## src/rtl/fifo2axi_arb.sv

```systemverilog
// fifo2axi_arb: two-channel burst-locked arbiter merging the RDMAP-IQ cache
// writer (ch0) and the detection/log writer (ch1) onto one shared
// command-FIFO / write-data-FIFO pair that feeds the AXI DataMover.
// A grant is held until the owner drops its request and every beat
// announced by its commands has been written.
module fifo2axi_arb #(
    parameter int CMD_W = 64,
    parameter int DAT_W = 128
) (
    input  logic             clk,
    input  logic             rst_n,
    input  logic             req_ch0,
    input  logic             req_ch1,
    input  logic [CMD_W-1:0] fifo_din_cmd_ch0,
    input  logic             fifo_wr_en_cmd_ch0,
    output logic             fifo_full_cmd_ch0,
    input  logic [DAT_W-1:0] fifo_din_wr_ch0,
    input  logic             fifo_wr_en_wr_ch0,
    output logic             fifo_full_wr_ch0,
    input  logic [CMD_W-1:0] fifo_din_cmd_ch1,
    input  logic             fifo_wr_en_cmd_ch1,
    output logic             fifo_full_cmd_ch1,
    input  logic [DAT_W-1:0] fifo_din_wr_ch1,
    input  logic             fifo_wr_en_wr_ch1,
    output logic             fifo_full_wr_ch1,
    output logic [CMD_W-1:0] fifo_din_cmd_o,
    output logic             fifo_wr_en_cmd_o,
    input  logic             fifo_full_cmd_i,
    output logic [DAT_W-1:0] fifo_din_wr_o,
    output logic             fifo_wr_en_wr_o,
    input  logic             fifo_full_wr_i,
    output logic [1:0]       grant,
    output logic             err_orphan
);

    typedef enum logic [1:0] {
        IDLE = 2'd0,
        GNT0 = 2'd1,
        GNT1 = 2'd2
    } state_t;

    state_t           state_q, state_d;
    logic             last_q, last_d;      // 1: channel 1 was granted last
    logic [19:0]      cnt_q, cnt_d;        // outstanding data beats
    logic             err_q, err_d;
    logic [CMD_W-1:0] cmd_o_q, cmd_o_d;
    logic             cmd_we_q, cmd_we_d;
    logic [DAT_W-1:0] wr_o_q, wr_o_d;
    logic             wr_we_q, wr_we_d;

    logic             own_req;
    logic             own_cmd_we;
    logic             own_wr_we;
    logic [CMD_W-1:0] own_cmd;
    logic [DAT_W-1:0] own_wr;
    logic [23:0]      btt_rnd;
    logic [19:0]      add_beats;
    logic [19:0]      sum;

    // Select the granted channel's inputs; nothing is owned in IDLE.
    always_comb begin
        own_req    = 1'b0;
        own_cmd_we = 1'b0;
        own_wr_we  = 1'b0;
        own_cmd    = fifo_din_cmd_ch0;
        own_wr     = fifo_din_wr_ch0;
        case (state_q)
            GNT0: begin
                own_req    = req_ch0;
                own_cmd_we = fifo_wr_en_cmd_ch0;
                own_wr_we  = fifo_wr_en_wr_ch0;
            end
            GNT1: begin
                own_req    = req_ch1;
                own_cmd_we = fifo_wr_en_cmd_ch1;
                own_wr_we  = fifo_wr_en_wr_ch1;
                own_cmd    = fifo_din_cmd_ch1;
                own_wr     = fifo_din_wr_ch1;
            end
            default: ;
        endcase
    end

    // Next-state, outstanding-beat accounting and output register loads.
    always_comb begin
        state_d   = state_q;
        last_d    = last_q;
        cnt_d     = cnt_q;
        err_d     = err_q;
        cmd_o_d   = cmd_o_q;
        cmd_we_d  = 1'b0;
        wr_o_d    = wr_o_q;
        wr_we_d   = 1'b0;
        btt_rnd   = {1'b0, own_cmd[22:0]} + 24'd15;
        add_beats = own_cmd_we ? btt_rnd[23:4] : '0;
        sum       = cnt_q + add_beats;
        case (state_q)
            IDLE: begin
                cnt_d = '0;
                if (req_ch0 && (!req_ch1 || last_q)) begin
                    state_d = GNT0;
                    last_d  = 1'b0;
                end else if (req_ch1) begin
                    state_d = GNT1;
                    last_d  = 1'b1;
                end
            end
            GNT0, GNT1: begin
                if (own_cmd_we) begin
                    cmd_o_d  = own_cmd;
                    cmd_we_d = 1'b1;
                end
                // Beat with nothing outstanding (including a same-cycle
                // command) is forwarded, flagged, and the count holds at 0.
                if (own_wr_we) begin
                    wr_o_d  = own_wr;
                    wr_we_d = 1'b1;
                    if (sum == '0) begin
                        err_d = 1'b1;
                        cnt_d = '0;
                    end else begin
                        cnt_d = sum - 20'd1;
                    end
                end else begin
                    cnt_d = sum;
                end
                if (!own_req && cnt_q == '0 && !own_cmd_we && !own_wr_we) begin
                    state_d = IDLE;
                end
            end
            default: state_d = IDLE;
        endcase
    end

    // State, counter and one-stage output registers.
    always_ff @(posedge clk or negedge rst_n) begin
        if (!rst_n) begin
            state_q  <= IDLE;
            last_q   <= 1'b1;
            cnt_q    <= '0;
            err_q    <= 1'b0;
            cmd_o_q  <= '0;
            cmd_we_q <= 1'b0;
            wr_o_q   <= '0;
            wr_we_q  <= 1'b0;
        end else begin
            state_q  <= state_d;
            last_q   <= last_d;
            cnt_q    <= cnt_d;
            err_q    <= err_d;
            cmd_o_q  <= cmd_o_d;
            cmd_we_q <= cmd_we_d;
            wr_o_q   <= wr_o_d;
            wr_we_q  <= wr_we_d;
        end
    end

    // Back-pressure: owner sees the shared FIFO state, everyone else sees full.
    always_comb begin
        fifo_full_cmd_ch0 = 1'b1;
        fifo_full_wr_ch0  = 1'b1;
        fifo_full_cmd_ch1 = 1'b1;
        fifo_full_wr_ch1  = 1'b1;
        grant             = 2'b00;
        case (state_q)
            GNT0: begin
                fifo_full_cmd_ch0 = fifo_full_cmd_i;
                fifo_full_wr_ch0  = fifo_full_wr_i;
                grant             = 2'b01;
            end
            GNT1: begin
                fifo_full_cmd_ch1 = fifo_full_cmd_i;
                fifo_full_wr_ch1  = fifo_full_wr_i;
                grant             = 2'b10;
            end
            default: ;
        endcase
    end

    assign fifo_din_cmd_o   = cmd_o_q;
    assign fifo_wr_en_cmd_o = cmd_we_q;
    assign fifo_din_wr_o    = wr_o_q;
    assign fifo_wr_en_wr_o  = wr_we_q;
    assign err_orphan       = err_q;

endmodule

```

## config.mk

```make
export PLATFORM = sky130hd
export DESIGN_NAME = fifo2axi_arb
export DESIGN_NICKNAME = d
export VERILOG_FILES = /design/src/rtl/fifo2axi_arb.sv
export SDC_FILE = /design/constraint.sdc
export NUM_CORES = 1
export LEC_CHECK = 0
export CORE_AREA = 2 2 232 234
export CTS_CLUSTER_DIAMETER = 30
export DETAILED_ROUTE_END_ITERATION = 16
export DIE_AREA = 0 0 234 236
export SLEW_MARGIN = 20
export SYNTH_ARGS = -nofsm -noshare
export SYNTH_HDL_FRONTEND = slang
export SYNTH_SLANG_ARGS = --single-unit
```

## constraint.sdc

```tcl
create_clock -name clk -period 4.8 [get_ports clk]
set_input_delay 0.48 -clock clk [delete_from_list [all_inputs] [get_ports clk]]
set_output_delay 0.48 -clock clk [all_outputs]
set_load 0.05 [all_outputs]
```

After elaboration in Yosys (flattened, before gate mapping)
Index checks and enable logic that the tools add are counted.

word-level totals
  input bits = 394
  register bits = 218

operators by class
  reductions and logical operators = 20
  multiplexer cells = 24
  add/sub/neg operators = 3
  eq/ne operators = 4

operators by type and width
  operator                                                               count
  128-bit 2-to-1 mux                                                     1
  64-bit 2-to-1 mux                                                      1
  20-bit 2-to-1 mux                                                      3
  20-bit logical NOT                                                     2
  20-bit one-hot mux with 2 select lines                                 1
  23-bit by 4-bit adder with 24-bit output, second input constant        1
  20-bit adder                                                           1
  20-bit by 1-bit subtractor with 20-bit output, second input constant   1
  1-bit 2-to-1 mux                                                       10
  2-bit one-hot mux with 2 select lines                                  2
  2-bit AND reduction                                                    4
  2-bit 2-to-1 mux                                                       3
  1-bit one-hot mux with 2 select lines                                  3
  1-bit logical AND                                                      4
  1-bit logical NOT                                                      4
  2-bit nonzero test                                                     2
  3-bit != test, second input constant                                   1
  3-bit AND reduction                                                    1
  2-bit by 1-bit equality test with 1-bit output, second input constant  1
  2-bit equality test, second input constant                             1
  2-bit logical NOT                                                      1
  2-bit != test, second input constant                                   1
  2-bit OR reduction                                                     1
  1-bit logical OR                                                       1

Logic depth before layout (Yosys ltp)
Gate-level depths: netlist of run 1.

  depth after elaboration = 9
  mapped depth = 24

Least setup slack after synthesis of run 1
No wires, ideal clock.

  path type = register to register
  from = register state_q[0]
  to = register cnt_q[10]
  stages on the path, launching flop included = 23
  library setup time = 0.119 ns
  period minus slack after synthesis = 5.728 ns
  path buffers = 6
  arrival time = 5.609 ns
  data required time = 4.681 ns
  path slack = -0.928 ns
  cells stage by stage = dfrtp_1 -> inv_1 -> ha_1 -> buf_2 -> buf_2 -> buf_1 -> clkbuf_1 -> clkbuf_1 -> a21oi_1 -> nor2_1 -> ha_1 -> inv_1 -> fa_1 -> nand2b_1 -> a21o_1 -> a211oi_1 -> o21ai_0 -> a221o_1 -> nor4b_4 -> nand2_2 -> o31ai_4 -> buf_6 -> o21ai_2

between the ends
  word-level cells in the longest chain between the ends = 9

ends and longest elaborated chain
  what                                                                                        RTL line  text
  from (decl)                                                                                 42        state_t state_q, state_d;
  from (signal assigned)                                                                      147       state_q <= state_d;
  2-bit equality test                                                                         67, 97
  64-bit 2-to-1 mux                                                                           67        case (state_q)
  23-bit by 4-bit adder with 24-bit output                                                    94        btt_rnd = {1'b0, own_cmd[22:0]} + 24'd15;
  20-bit 2-to-1 mux                                                                           95        add_beats = own_cmd_we ? btt_rnd[23:4] : '0;
  20-bit adder                                                                                96        sum = cnt_q + add_beats;
  20-bit by 1-bit subtractor with 20-bit output / 20-bit logical NOT (equally long branches)  122, 118
  20-bit 2-to-1 mux                                                                           118       if (sum == '0) begin
  20-bit 2-to-1 mux                                                                           115       if (own_wr_we) begin
  20-bit one-hot mux with 2 select lines                                                      97        case (state_q)
  to (signal assigned)                                                                        149       cnt_q <= cnt_d;
  to (decl)                                                                                   44        logic [19:0] cnt_q, cnt_d;

Parallel ways exist; a longest one is shown, timed or not.
A chain may end at the register's enable or synchronous reset.

Worst setup path in the final report of run 1
  from = input fifo_din_cmd_ch0[0]
  to = register cnt_q[4]

between the ends
  word-level cells in the longest chain between the ends = 8

ends and longest elaborated chain
  what                                                                                        RTL line  text
  from (decl)                                                                                 14        input logic [CMD_W-1:0] fifo_din_cmd_ch0,
  64-bit 2-to-1 mux (*)                                                                       67
  23-bit by 4-bit adder with 24-bit output (*)                                                94
  20-bit 2-to-1 mux (*)                                                                       95
  20-bit adder (*)                                                                            96
  20-bit by 1-bit subtractor with 20-bit output / 20-bit logical NOT (equally long branches)  122, 118
  20-bit 2-to-1 mux                                                                           118
  20-bit 2-to-1 mux (*)                                                                       115
  20-bit one-hot mux with 2 select lines (*)                                                  97

Every way passes the cells marked *; elsewhere a longest branch is shown, timed or not.

==> metrics.md, run 1 <==
| Metric | Value |
|---|---|
| Status | finished with violations |
| Failing checks | setup timing |
| Clock Tree Buf Depth | 3 |
| Initial Util | 22.6% |
| Initial antenna violation count | 0 |
| Worst setup EP type | flop |
| FP Rows | 85 |
| Worst-path clk slew | 0.04 ns |
| Crit start category | input pin |
| Async SR Flop Fraction | 100% |
| Post-synthesis register bit count | 218 |
| Core area | 53100 um^2 |
| Vias in the first global route | 12.5k |
| Hold Vio Cnt, Final | 0 |
| Post-DP HPWL | 39000 um |
| Die ar. | 55200 um^2 |
| WL final | 49500 um |
| Synth Cell Area | 12000 um^2 |
| CP Max Fanout | 5 |
| Finished Cell Area | 22300 um^2 |
| Sink Count | 218 |
| Final Slew Violations | 0 |
| Synthesis Warnings | 0 |
| DR DRC count | 0 |
| Max Cap Violations | 0 |
| Minimum clock period | 4.81 ns |
| GPL Wtd Cong | 0.869 |
| Final Skew | 0.0198 ns |
| Count leader, synth | dfrtp_1 |
| Worst Path Class, Setup | input pin to flop |
| First DRT Iteration DRCs | 486 |
| Die Y | 236 um |
| Routed Antenna Nets | 0 |
| CTS HTree Levels | 2 |
| Depth of the most critical reg-to-reg path | 20 |
| Root Buffer | clkbuf_16 |
| Yosys top cell area share | 45.3% |
| Top cells by area, synth | dfrtp_1 45%, mux2i_1 16%, a21oi_1 6.3%, nor2_1 5.2%, nand2_1 3.9% |
| Hold slack | 0.394 ns |
| Post-synthesis sequential area ratio | 45.5% |
| Io pins | 595 |
| Area leader, netlist | dfrtp_1 |
| TritonCTS clock tree | built |
| Skew-Pair Late Insertion Delay | 0.59 ns |
| Setup-failing EPs final | 3 |
| Pin slew with the least headroom to its limit | 0.971 ns |
| Drt via density | 4.41 |
| Hold crit path type | input pin to async pin |
| Library cells used by synthesis | 59 |
| Synth Area per Inst | 9.44 um^2 |
| Layout cell share with drive strength beyond 1 | 16.5% |
| Avg WL per Cell | 17.9 um |
| Largest net degree at the start of global routing | 141 |
| Final core occ | 42.1% |
| Relative slew slack | 35.3% |
| Area after DPL | 19700 um^2 |
| Grt total ovfl | 0 |
| Final period util | 100% |
| Fillcell total | 5134 |
| CTS buffer count | 58 |
| Syn Inst Count | 1270 |
| WP data arrival | 5.27 ns |
| Inst Count DP | 2635 |
| Final Net Count | 2445 |
| DR pass1 iterations | 4 |
| Cell leakage power | 0.00938 uW |
| Setup TNS | -0.0105 ns |
| Post-route worst setup slack | -0.00576 ns |
| Area growth, synth to finish | 86.3% |
| Ant diodes | 0 |
| Highest clock rate | 208 MHz |
| Syn_nets | 1691 |
| Post-route non-filler standard cell count | 2769 |
| Port-buffer cells | 594 |
| Required @ worst endpoint | 5.27 ns |
| GRT Total Usage | 17.2% |
| RSZ-0062 raised after global routing | true |
| Via Count | 12.2k |
| Synth top cells by count | 217 x dfrtp_1, 189 x mux2i_1, 166 x nor2_1, 152 x a21oi_1, 124 x nand2_1 |
| Global-route wire length before repair | 72100 um |
| Number of synthesized flops with an enable pin | 0 |
| Die width | 234 um |
| Pwr Density | 752 nW/um^2 |
| Post-synth top flop | dfrtp_1 |
| Peak VDD IR | 0.373 mV |
[per-stage QoR]
stage,setup slack (ns),power (uW)
6_report,-0.00576,16800
5_1_grt,-0.150,17600
4_1_cts,0.0289,16800
3_5_place_dp,-0.689,12400
3_3_place_gp,-0.703,12300
2_1_floorplan,0.0126,8770
[state kept, by name, indices dropped and copies added, names as in the netlist]
signal / cells
cnt_q: 20
err_orphan: 1
fifo_din_cmd_o: 64
fifo_din_wr_o: 128
fifo_wr_en_cmd_o: 1
fifo_wr_en_wr_o: 1
last_q: 1
state_q: 2
[power by group]
part | leakage [uW] | total (uW) | switching, uW | internal [uW]
logic | 0.00577 | 9430 | 5840 | 3590
registers | 0.00258 | 3250 | 521 | 2730
clock network | 0.00103 | 4130 | 1200 | 2930
total | 0.00938 | 16800 | 7570 | 9240
[worst paths after layout]
path                       slack [ns]                 end           startpoint
setup / recovery               -0.006            cnt_q[4]  fifo_din_cmd_ch0[0]
hold / removal                   0.39  fifo_din_cmd_o[22]                rst_n
setup reg to reg                 0.05            cnt_q[4]           state_q[1]
hold reg to reg                  0.47  fifo_din_cmd_o[63]   fifo_din_cmd_o[63]
max in group asynchronous        3.23   fifo_din_wr_o[54]                rst_n
min in group clk                 0.47  fifo_din_cmd_o[63]   fifo_din_cmd_o[63]
[kinds of logic after synthesis]
group                      count (synthesis)  synth area share [%]
and+or+nand+nor                          375                  13.7
AOI/OAI and AO/OA                        317                  15.3
DFF                                      218                  45.5
muxes                                    189                  15.8
buffers and inverters                     92                  3.05
xor gates and xnor gates                  52                  3.80
adders and majority gates                 27                  2.88
[cell type report]
class / count / area (um^2) / share of cell area [%]
Tap cell: 696 / 871 / 3.90
Sequential cell: 218 / 5460 / 24.4
Clock buffer: 79 / 1690 / 7.57
Inverter: 14 / 52.6 / 0.235
Timing Repair Buffer: 772 / 7400 / 33.1
Clock inverter: 30 / 435 / 1.95
Multi-Input combinational cell: 960 / 6440 / 28.8
[critical path, cell delays in order]
cell	delay [ns]
clkdlybuf4s50_1	0.42
nor4_1	0.60
buf_4	0.28
buf_4	0.13
o22a_1	0.20
buf_4	0.16
nor4_4	0.05
buf_4	0.16
xor2_1	0.15
nor2_1	0.16
ha_1	0.28
a21o_1	0.21
a31o_4	0.22
or3_4	0.36
a221o_1	0.36
nor4b_4	0.33
nand2_2	0.11
o31ai_4	0.19
buf_6	0.17
clkbuf_16	0.15
o21ai_1	0.06
[cell usage in the layout (no fill, tap or decap), types with 10 or more instances in the layout]
cell type	count
nand3_1	10
mux2i_1	188
xor2_1	22
nand2_1	121
a21oi_1	147
o21ai_2	17
clkbuf_8	14
buf_4	166
a21o_1	13
o21ai_0	77
nand2b_1	11
clkbuf_16	60
ha_1	22
dfrtp_1	217
xnor2_1	29
inv_1	12
nor2_1	162
clkdlybuf4s50_1	593
[layer usage]
layer  GRT usage, %  routed length [um]
met2           30.6               25100
met3           3.84                3050
met5              0                   0
met4           6.43                1640
met1           19.8               19700
[timing repair]
action | in CTS | in global routing
hold buffers | 1 | 0
gates cloned | 1 | 1
buffers inserted | 10 | 12
gates resized for setup | 17 | 50
endpoints found under the setup margin | 21 | 21
endpoints found under the hold margin | 42 | 0
pin swaps | 7 | 28
Note: power is estimated with default switching activity, not from simulation.
==> inputs of run 2 (changes only) <==
--- a/config.mk
+++ b/config.mk
@@ -5,10 +5,13 @@
 export SDC_FILE = /design/constraint.sdc
 export NUM_CORES = 1
 export LEC_CHECK = 0
-export CORE_AREA = 2 2 232 234
+export CELL_PAD_IN_SITES_DETAIL_PLACEMENT = 1
+export CELL_PAD_IN_SITES_GLOBAL_PLACEMENT = 1
+export CORE_AREA = 2 2 234 236
 export CTS_CLUSTER_DIAMETER = 30
 export DETAILED_ROUTE_END_ITERATION = 16
-export DIE_AREA = 0 0 234 236
+export DIE_AREA = 0 0 236 238
+export PLACE_DENSITY_LB_ADDON = 0.1
 export SLEW_MARGIN = 20
 export SYNTH_ARGS = -nofsm -noshare
 export SYNTH_HDL_FRONTEND = slang
==> metrics.md, run 2 (synthesis gave the netlist of run 1 again) <==
| Metric | Value |
|---|---|
| Die ar. | 56200 um^2 (was 55200 um^2) |
| Layer with the highest usage | met2 (unchanged) |
| CP max stage delay | 0.44 ns (was 0.60 ns) |
| Layout cell share with drive strength beyond 1 | 16.5% (about the same) |
| WL final | 59200 um (was 49500 um) |
| Io pins | 595 (unchanged) |
| Max reg flops | 128 (unchanged) |
| Skew-Pair Late Insertion Delay | 0.59 ns (about the same) |
| Crit start category | flop (was input pin) |
| Clock Power Share | 27.5% (was 24.6%) |
| Initial Util | 22.4% (was 22.6%) |
| Peak VDD IR | 0.355 mV (was 0.373 mV) |
| Switching Power | 7910 uW (was 7570 uW) |
| Final Net Count | 2436 (was 2445) |
| Buf/Inv on CP | 4 (was 7) |
| Commonest non-fill, non-tap cell in the layout | clkdlybuf4s50_1 (unchanged) |
| Critical Path Slowest Stage Cell | nand4b_1 (was nor4_1) |
| FP Rows | 85 (unchanged) |
| Sw Ratio | 45.0% (about the same) |
| Worst-path clk slew | 0.04 ns (about the same) |
| Comb pwr share | 53.9% (was 56.1%) |
| Die width | 236 um (was 234 um) |
| Grt total ovfl | 0 (unchanged) |
| Status | finished with violations (unchanged) |
| Largest net degree at the start of global routing | 105 (was 141) |
| Area after DPL | 19600 um^2 (was 19700 um^2) |
| Routed Antenna Nets | 0 (unchanged) |
| Area growth, synth to finish | 89.0% (was 86.3%) |
| Highest clock rate | 206 MHz (was 208 MHz) |
| Inst Count DP | 2615 (was 2635) |
| Vias in the first global route | 13.8k (was 12.5k) |
| Post-DP HPWL | 46800 um (was 39000 um) |
| RSZ-0062 raised after global routing | true (unchanged) |
| Commonest cells after routing, fill and taps aside | 593 x clkdlybuf4s50_1, 217 x dfrtp_1, 189 x mux2i_1 (was 593 x clkdlybuf4s50_1, 217 x dfrtp_1, 188 x mux2i_1) |
| Finished Cell Area | 22700 um^2 (was 22300 um^2) |
| First DRT Iteration DRCs | 388 (was 486) |
| Final Skew | 0.0470 ns (was 0.0198 ns) |
| CP Max Fanout | 7 (was 5) |
| TritonCTS clock tree | built (unchanged) |
| Drt via density | 4.48 (was 4.41) |
| Via Count | 12.5k (was 12.2k) |
| Cell leakage power | 0.00950 uW (was 0.00938 uW) |
| Hold Vio Cnt, Final | 0 (unchanged) |
| Top Family by Delay on Critical Path | simple AND/OR/NAND/NOR gates (unchanged) |
| Core area | 53500 um^2 (was 53100 um^2) |
| Clock Tree Buf Depth | 3 (unchanged) |
| Pwr Density | 776 nW/um^2 (was 752 nW/um^2) |
| Post-route worst setup slack | -0.0583 ns (was -0.00576 ns) |
| Max Cap Violations | 0 (unchanged) |
| Seq pwr share | 18.6% (was 19.3%) |
| Port-buffer cells | 594 (unchanged) |
| Failing checks | setup timing (unchanged) |
| Relative slew slack | 39.5% (was 35.3%) |
| Worst Path Class, Setup | flop to flop (was input pin to flop) |
| Global-route wire length before repair | 87000 um (was 72100 um) |
| WP data arrival | 5.32 ns (was 5.27 ns) |
| GR Util met1 | 21.4% (was 19.8%) |
| GR Util met2 | 37.9% (was 30.6%) |
| DR pass1 iterations | 4 (unchanged) |
| Worst setup EP type | flop (unchanged) |
| GPL Wtd Cong | 0.837 (was 0.869) |
| Pin slew with the least headroom to its limit | 0.906 ns (was 0.971 ns) |
| Final Slew Violations | 0 (unchanged) |
| Fillcell total | 6028 (was 5134) |
| Setup TNS | -0.608 ns (was -0.0105 ns) |
| Sink Count | 218 (unchanged) |
| Hold crit path type | flop to flop (was input pin to async pin) |
| Required @ worst endpoint | 5.27 ns (about the same) |
| Minimum clock period | 4.86 ns (was 4.81 ns) |
| CTS HTree Levels | 3 (was 2) |
| Initial antenna violation count | 23 (was 0) |
| CTS buffer count | 74 (was 58) |
| DR DRC count | 0 (unchanged) |
| GR Util met3 | 7.96% (was 3.84%) |
| Die Y | 238 um (was 236 um) |
| Avg WL per Cell | 21.3 um (was 17.9 um) |
| Setup-failing EPs final | 13 (was 3) |
| Post-route non-filler standard cell count | 2784 (was 2769) |
| GRT Total Usage | 20.7% (was 17.2%) |
| Final period util | 101% (was 100%) |
| Cell breakdown of the critical path | ha_4 > nand4b_1 > buf_4 > a22o_4 > nor3_4 > buf_6 > xor2_1 > nor2_1 > ha_1 > a21oi_1 > o21ai_2 > a31o_2 > or3_4 > a221o_1 > nor4b_4 > nand2_2 > o31ai_4 > buf_6 > buf_12 > o21ai_2 (was clkdlybuf4s50_1 > nor4_1 > buf_4 > buf_4 > o22a_1 > buf_4 > nor4_4 > buf_4 > xor2_1 > nor2_1 > ha_1 > a21o_1 > a31o_4 > or3_4 > a221o_1 > nor4b_4 > nand2_2 > o31ai_4 > buf_6 > clkbuf_16 > o21ai_1) |
| P_int | 9670 uW (was 9240 uW) |
| Root Buffer | clkbuf_16 (unchanged) |
## run 2: path summary, 6_finish.rpt
path	cells after the start	from	end	slack, ns
worst max-delay path	20	state_q[1]	cnt_q[3]	-0.06
worst min-delay path	2	fifo_din_cmd_o[44]	fifo_din_cmd_o[44]	0.48
worst max register to register	20	state_q[1]	cnt_q[3]	-0.06
worst min register to register	2	fifo_din_cmd_o[44]	fifo_din_cmd_o[44]	0.48
max in group asynchronous	3	rst_n	fifo_din_wr_o[14]	3.14
min in group asynchronous	2	rst_n	fifo_din_cmd_o[27]	0.57
## run 2: final cells by class
| type | count | area (um^2) | area share [%] |
|---|---|---|---|
| multi-input combinational | 960 | 6490 | 28.6 |
| antenna | 12 | 30.0 | 0.132 |
| inverter | 14 | 52.6 | 0.232 |
| clock buffer | 105 | 2130 | 9.39 |
| timing repair buffer | 747 | 7240 | 31.9 |
| sequential | 218 | 5460 | 24.1 |
| tap | 696 | 871 | 3.84 |
| clock inverter | 32 | 405 | 1.79 |
## run 2: layer usage
layer  vias to the layer above  part of all wire (%)
li1                       6005                     -
met1                      5934                    37
met2                       405                    52
met3                       111                   8.2
met4                        22                   2.7
met5                         -                  0.23
## run 2: power by group through the flow
stage	Clock (uW)	Sequential, uW	Combinational [uW]
final	4840	3260	9480
after global routing	5050	3390	10100
after CTS	4940	3280	9530
after detailed placement	0	3270	9270
after global placement	0	3230	9200
after floorplan	0	5920	2850
## run 2: repair_timing
action | CTS | global route
resized for setup | 46 | 29
setup endpoints to repair | 21 | 21
hold endpoints to repair | 4 | 0
pin swaps | 37 | 23
cloned | 1 | 0
setup buffers | 10 | 10
hold buffers | 1 | 0
## run 2: worst min-delay path, delay by kind of cell, from the launching register on
kind | cells | cell delay [ns]
AO/OA/AOI/OAI | 1 | 0.06
flip-flops | 1 | 0.33
AND/OR/NAND/NOR | 1 | 0.05
## run 2: metrics by stage
stage               setup WS [ns]  hold slack (ns)  util [%]  total power (uW)
floorplan                  0.0126            0.184         -              8770
global placement           -0.783            0.463      36.7             12400
detailed placement         -0.868            0.471      36.7             12500
CTS                        -0.114            0.480      42.0             17700
global route               -0.303            0.503      42.3             18500
finish                    -0.0583            0.476      42.4             17600
==> RTL edit 1, RTL diff (config.mk and constraints of run 1) <==
`CMD_W`: 64 -> 32.
--- a/src/rtl/fifo2axi_arb.sv
+++ b/src/rtl/fifo2axi_arb.sv
@@ -5,5 +5,5 @@
 // announced by its commands has been written.
 module fifo2axi_arb #(
-    parameter int CMD_W = 64,
+    parameter int CMD_W = 32,
     parameter int DAT_W = 128
 ) (
Interface: changed (resized fifo_din_cmd_ch0, fifo_din_cmd_ch1 and fifo_din_cmd_o); port bits go from 595 to 499. The function was not compared with the original's and may differ.
==> RTL edit 1 against run 1 <==
- sequential cell count shrank 32
- power down 24%
- via count shrank 14%
- maximum frequency rose by 3.6%
- critical path depth is the same
- routed wire length decreased by 12%
- clock power is 63% lower
- setup slack improved by 0.17 ns
- highest routed layer unchanged
- area after synthesis fell by 11%
- design area down 17%
==> RTL edit 1: results (changes against run 1) <==
* Starting DRT DRC Count at 421 (-13%)
* Via density at 4.29 (-2.6%)
* Synth Area in Compound Gates at 0.155 (+0.00215)
* Clk cell area share at 0.0348 (-0.0604)
* Max frequency at 216 MHz (+3.6%)
* Status: complete, no violations
* Syn_area_per_cell at 9.44 um^2 (about the same)
* Share of layout cells above drive strength 1 at 0.154 (-0.0110)
* Worst hold margin at 0.0151 ns (-0.379 ns)
* TritonRoute pass-1 iters at 5 (+1)
* Setup WS pre-CTS at -0.709 ns (-0.0196 ns)
* Setup crit start: state_q[1]$_DFFE_PN0P_
* Final GP Congestion at 0.886 (+2.0%)
* Clk_lat worst skew at 0.49 ns (-0.10 ns)
* Metal-1 WL at 17200 um (-13%)
* Largest net degree at the start of global routing at 132 (-6.4%)
* Leak pwr at 7.63 nW (-19%)
* Routed wl met2 at 22500 um (-11%)
* Global-route wire length before repair at 64200 um (-11%)
* Fin Clk Skew at 0.0128 ns (-0.00700 ns)
* Multi-input gate area at 5970 um^2 (-7.3%)
* Sequential fraction of the synthesis area at 0.435 (-0.0204)
* Final setup viols at 0 (-3)
* R2R Path End: cnt_q[19]$_DFFE_PN0P_
* Fillers at 5398 (+5.1%)
* Mapped Nets at 1492 (-12%)
* CTS clk-pin slew, worst paths at 0.08 ns (+0.04 ns)
* Non-clock buffer instance count of the final layout at 660 (-15%)
* Critical-path top delay cell: or4_1
* Post-synth cell types at 83 (+41%)
* Post-synthesis mux area share at 0.147 (-0.0108)
RTL edit 1: cell types whose count changed after synthesis, sizes merged, moves of 5 or more:
| cell | change |
|---|---|
| o21ai | -40 |
| mux2i | -34 |
| dfrtp | -32 |
| nand2 | -27 |
| nand3 | +11 |
| buf | -9 |
| a21o | -7 |
| nor3 | +6 |
| xnor2 | -6 |
| nand3b | +5 |
RTL edit 1: metal layers:
layer,vias to the layer above,track usage
li1,5238,-
met1,4922,0.179
met2,351,0.280
met3,37,0.0375
met4,0,0.0560
met5,-,0
RTL edit 1: repair_timing:
action	4_1_cts	5_1_grt
hold endpoints to repair	0	0
gates cloned	0	1
buffers inserted	0	11
pin swaps	0	22
gates resized for setup	3	51
endpoints found under the setup margin	20	21
RTL edit 1: power by group:
part / internal [mW] / total (mW) / switching, mW
sequential: 2.32 / 2.78 / 0.453
clock: 0.766 / 1.53 / 0.761
combinational: 3.26 / 8.45 / 5.19
==> RTL edit 2, RTL diff (config.mk and constraints of run 1) <==
Made on the original files. Register the output `err_orphan` once more, with the module's reset; this adds one clock of latency there. The other outputs are not delayed to match.
--- a/src/rtl/fifo2axi_arb.sv
+++ b/src/rtl/fifo2axi_arb.sv
@@ -182,5 +182,11 @@
     assign fifo_din_wr_o    = wr_o_q;
     assign fifo_wr_en_wr_o  = wr_we_q;
-    assign err_orphan       = err_q;
+    always_ff @(posedge clk or negedge rst_n) begin
+        if (!rst_n) begin
+            err_orphan <= '0;
+        end else begin
+            err_orphan <= err_q;
+        end
+    end
 
 endmodule
Behaviour: not the same (Yosys sat finds a counterexample within 4 cycles, from zero or initial values and one cycle with rst_n low).
==> RTL edit 2 against run 1 <==
- critical path depth is 1 lower
- count of clock-buffer cells in the layout is 3 higher
- highest routed layer unchanged
- routed wire length is 3.2% higher
- sequential cell count is 1 higher
- power is 1.1% higher
- setup slack better by 0.070 ns
- largest cell class unchanged
- sequential power hardly changed
- area after synthesis is 0.21% higher
- combinational power is 2% lower
- design area is 0.26% higher
==> RTL edit 2: results (changes against run 1) <==
* Status: complete, no violations
* Worst hold margin at 0.386 ns (-0.00855 ns)
* Clock buf count at 82 (+3.8%)
* R2R Path End: cnt_q[1]$_DFFE_PN0P_
* Post-synthesis mux area share at 0.157 (-0.000329)
* Clk cell area share at 0.101 (+0.00629)
* HP Class: reg -> reg
* Global-route wire length before repair at 74300 um (+3.0%)
* Seq/total area at 0.245 (+0.000491)
* Synth Area in Compound Gates at 0.153 (-0.000318)
* Final GP Congestion at 0.907 (+4.3%)
* Worst Path Max Fanout at 10 (+5)
* Via density at 4.46 (+1.2%)
* GRT met1 Usage at 0.208 (+0.0102)
* TritonRoute pass-1 iters at 5 (+1)
* Sw Ratio at 0.445 (-0.00544)
* Vias in the first global route at 12.5k (+0.056%)
* CP top delay family: compound AO/OA/AOI/OAI gates
* Non-clock buffer instance count of the final layout at 753 (-2.5%)
* DP HPWL at 40500 um (+3.7%)
* Leak pwr at 9.35 nW (-0.27%)
* Final WL at 51100 um (+3.2%)
* Seq Cell Count at 219 (+0.46%)
* GR Util met3 at 0.0424 (+0.00399)
* Data arrival, critical path at 5.20 ns (-0.07 ns)
* Mapped Nets at 1692 (+0.059%)
* Share of layout cells above drive strength 1 at 0.157 (-0.00836)
* Main area contributors after synthesis: dfrtp_1 (45%), mux2i_1 (16%), a21oi_1 (6.3%), nor2_1 (5.2%), nand2_1 (3.9%)
* Critical-path top delay cell: a221o_1
* Starting DRT DRC Count at 620 (+28%)
* Sequential fraction of the synthesis area at 0.456 (+0.00113)
* Commonest cells in the netlist: dfrtp_1 (218), mux2i_1 (189), nor2_1 (166)
* Buffering overhead at 0.324 (-0.00671)
* GRT met2 Usage at 0.312 (+0.00599)
* Worst vdd ir at 0.000326 V (-13%)
* Adder-cell share of the synthesized area at 0.0287 (-0.0000600)
* Post-Synth XOR/XNOR Area at 0.0379 (-0.0000791)
* Multi-input gate area at 6460 um^2 (+0.27%)
* Layout Nets at 2430 (-0.61%)
* Fin Clk Skew at 0.0167 ns (-0.00307 ns)
* Total track usage at 0.178 (+0.00624)
==> RTL edit 2: cell count changes in the layout (fill, tap and decap cells not counted), moves of 3 or more <==
cell | before | now
buf_4 | 166 | 142
clkinv_4 | 7 | 0
bufinv_16 | 9 | 14
o21ai_2 | 17 | 13
buf_6 | 4 | 7
clkinvlp_4 | 6 | 3
==> RTL edit 2: how the worst max path moves through the flow <==
stage,slack (ns),start,end,cells after the start
detailed placement,-0.81,fifo_din_cmd_ch1[3],cnt_q[7]$_DFFE_PN0P_,20
CTS,0.002,state_q[1]$_DFFE_PN0P_,cnt_q[5]$_DFFE_PN0P_,21
global route,-0.20,state_q[0]$_DFFE_PN0P_,cnt_q[9]$_DFFE_PN0P_,21
finish,0.06,state_q[1]$_DFFE_PN0P_,cnt_q[1]$_DFFE_PN0P_,20
global placement,-0.75,fifo_din_cmd_ch1[3],cnt_q[3]$_DFFE_PN0P_,20
floorplan,0.01,state_q[0]$_DFFE_PN0P_,cnt_q[10]$_DFFE_PN0P_,20
==> RTL edit 2: stage by stage <==
stage / util / power [mW] / instances / cell area [um^2] / setup slack, ns
6_report: 0.422 / 17.0 / 2752 / 22400 / 0.0643
2_1_floorplan: - / 8.78 / 1271 / 12100 / 0.0126
4_1_cts: 0.416 / 17.1 / 2739 / 22100 / 0.00236
5_1_grt: 0.422 / 17.9 / 2752 / 22400 / -0.196
3_3_place_gp: 0.371 / 12.3 / 2624 / 19700 / -0.745
3_5_place_dp: 0.371 / 12.4 / 2624 / 19700 / -0.805
==> RTL edit 2: timing repair <==
action,CTS,global route
hold endpoints to repair,72,0
pin swaps,7,27
gates resized for setup,17,54
endpoints found under the setup margin,20,21
buffers inserted,3,15
hold buffers,1,0
cloned,1,1
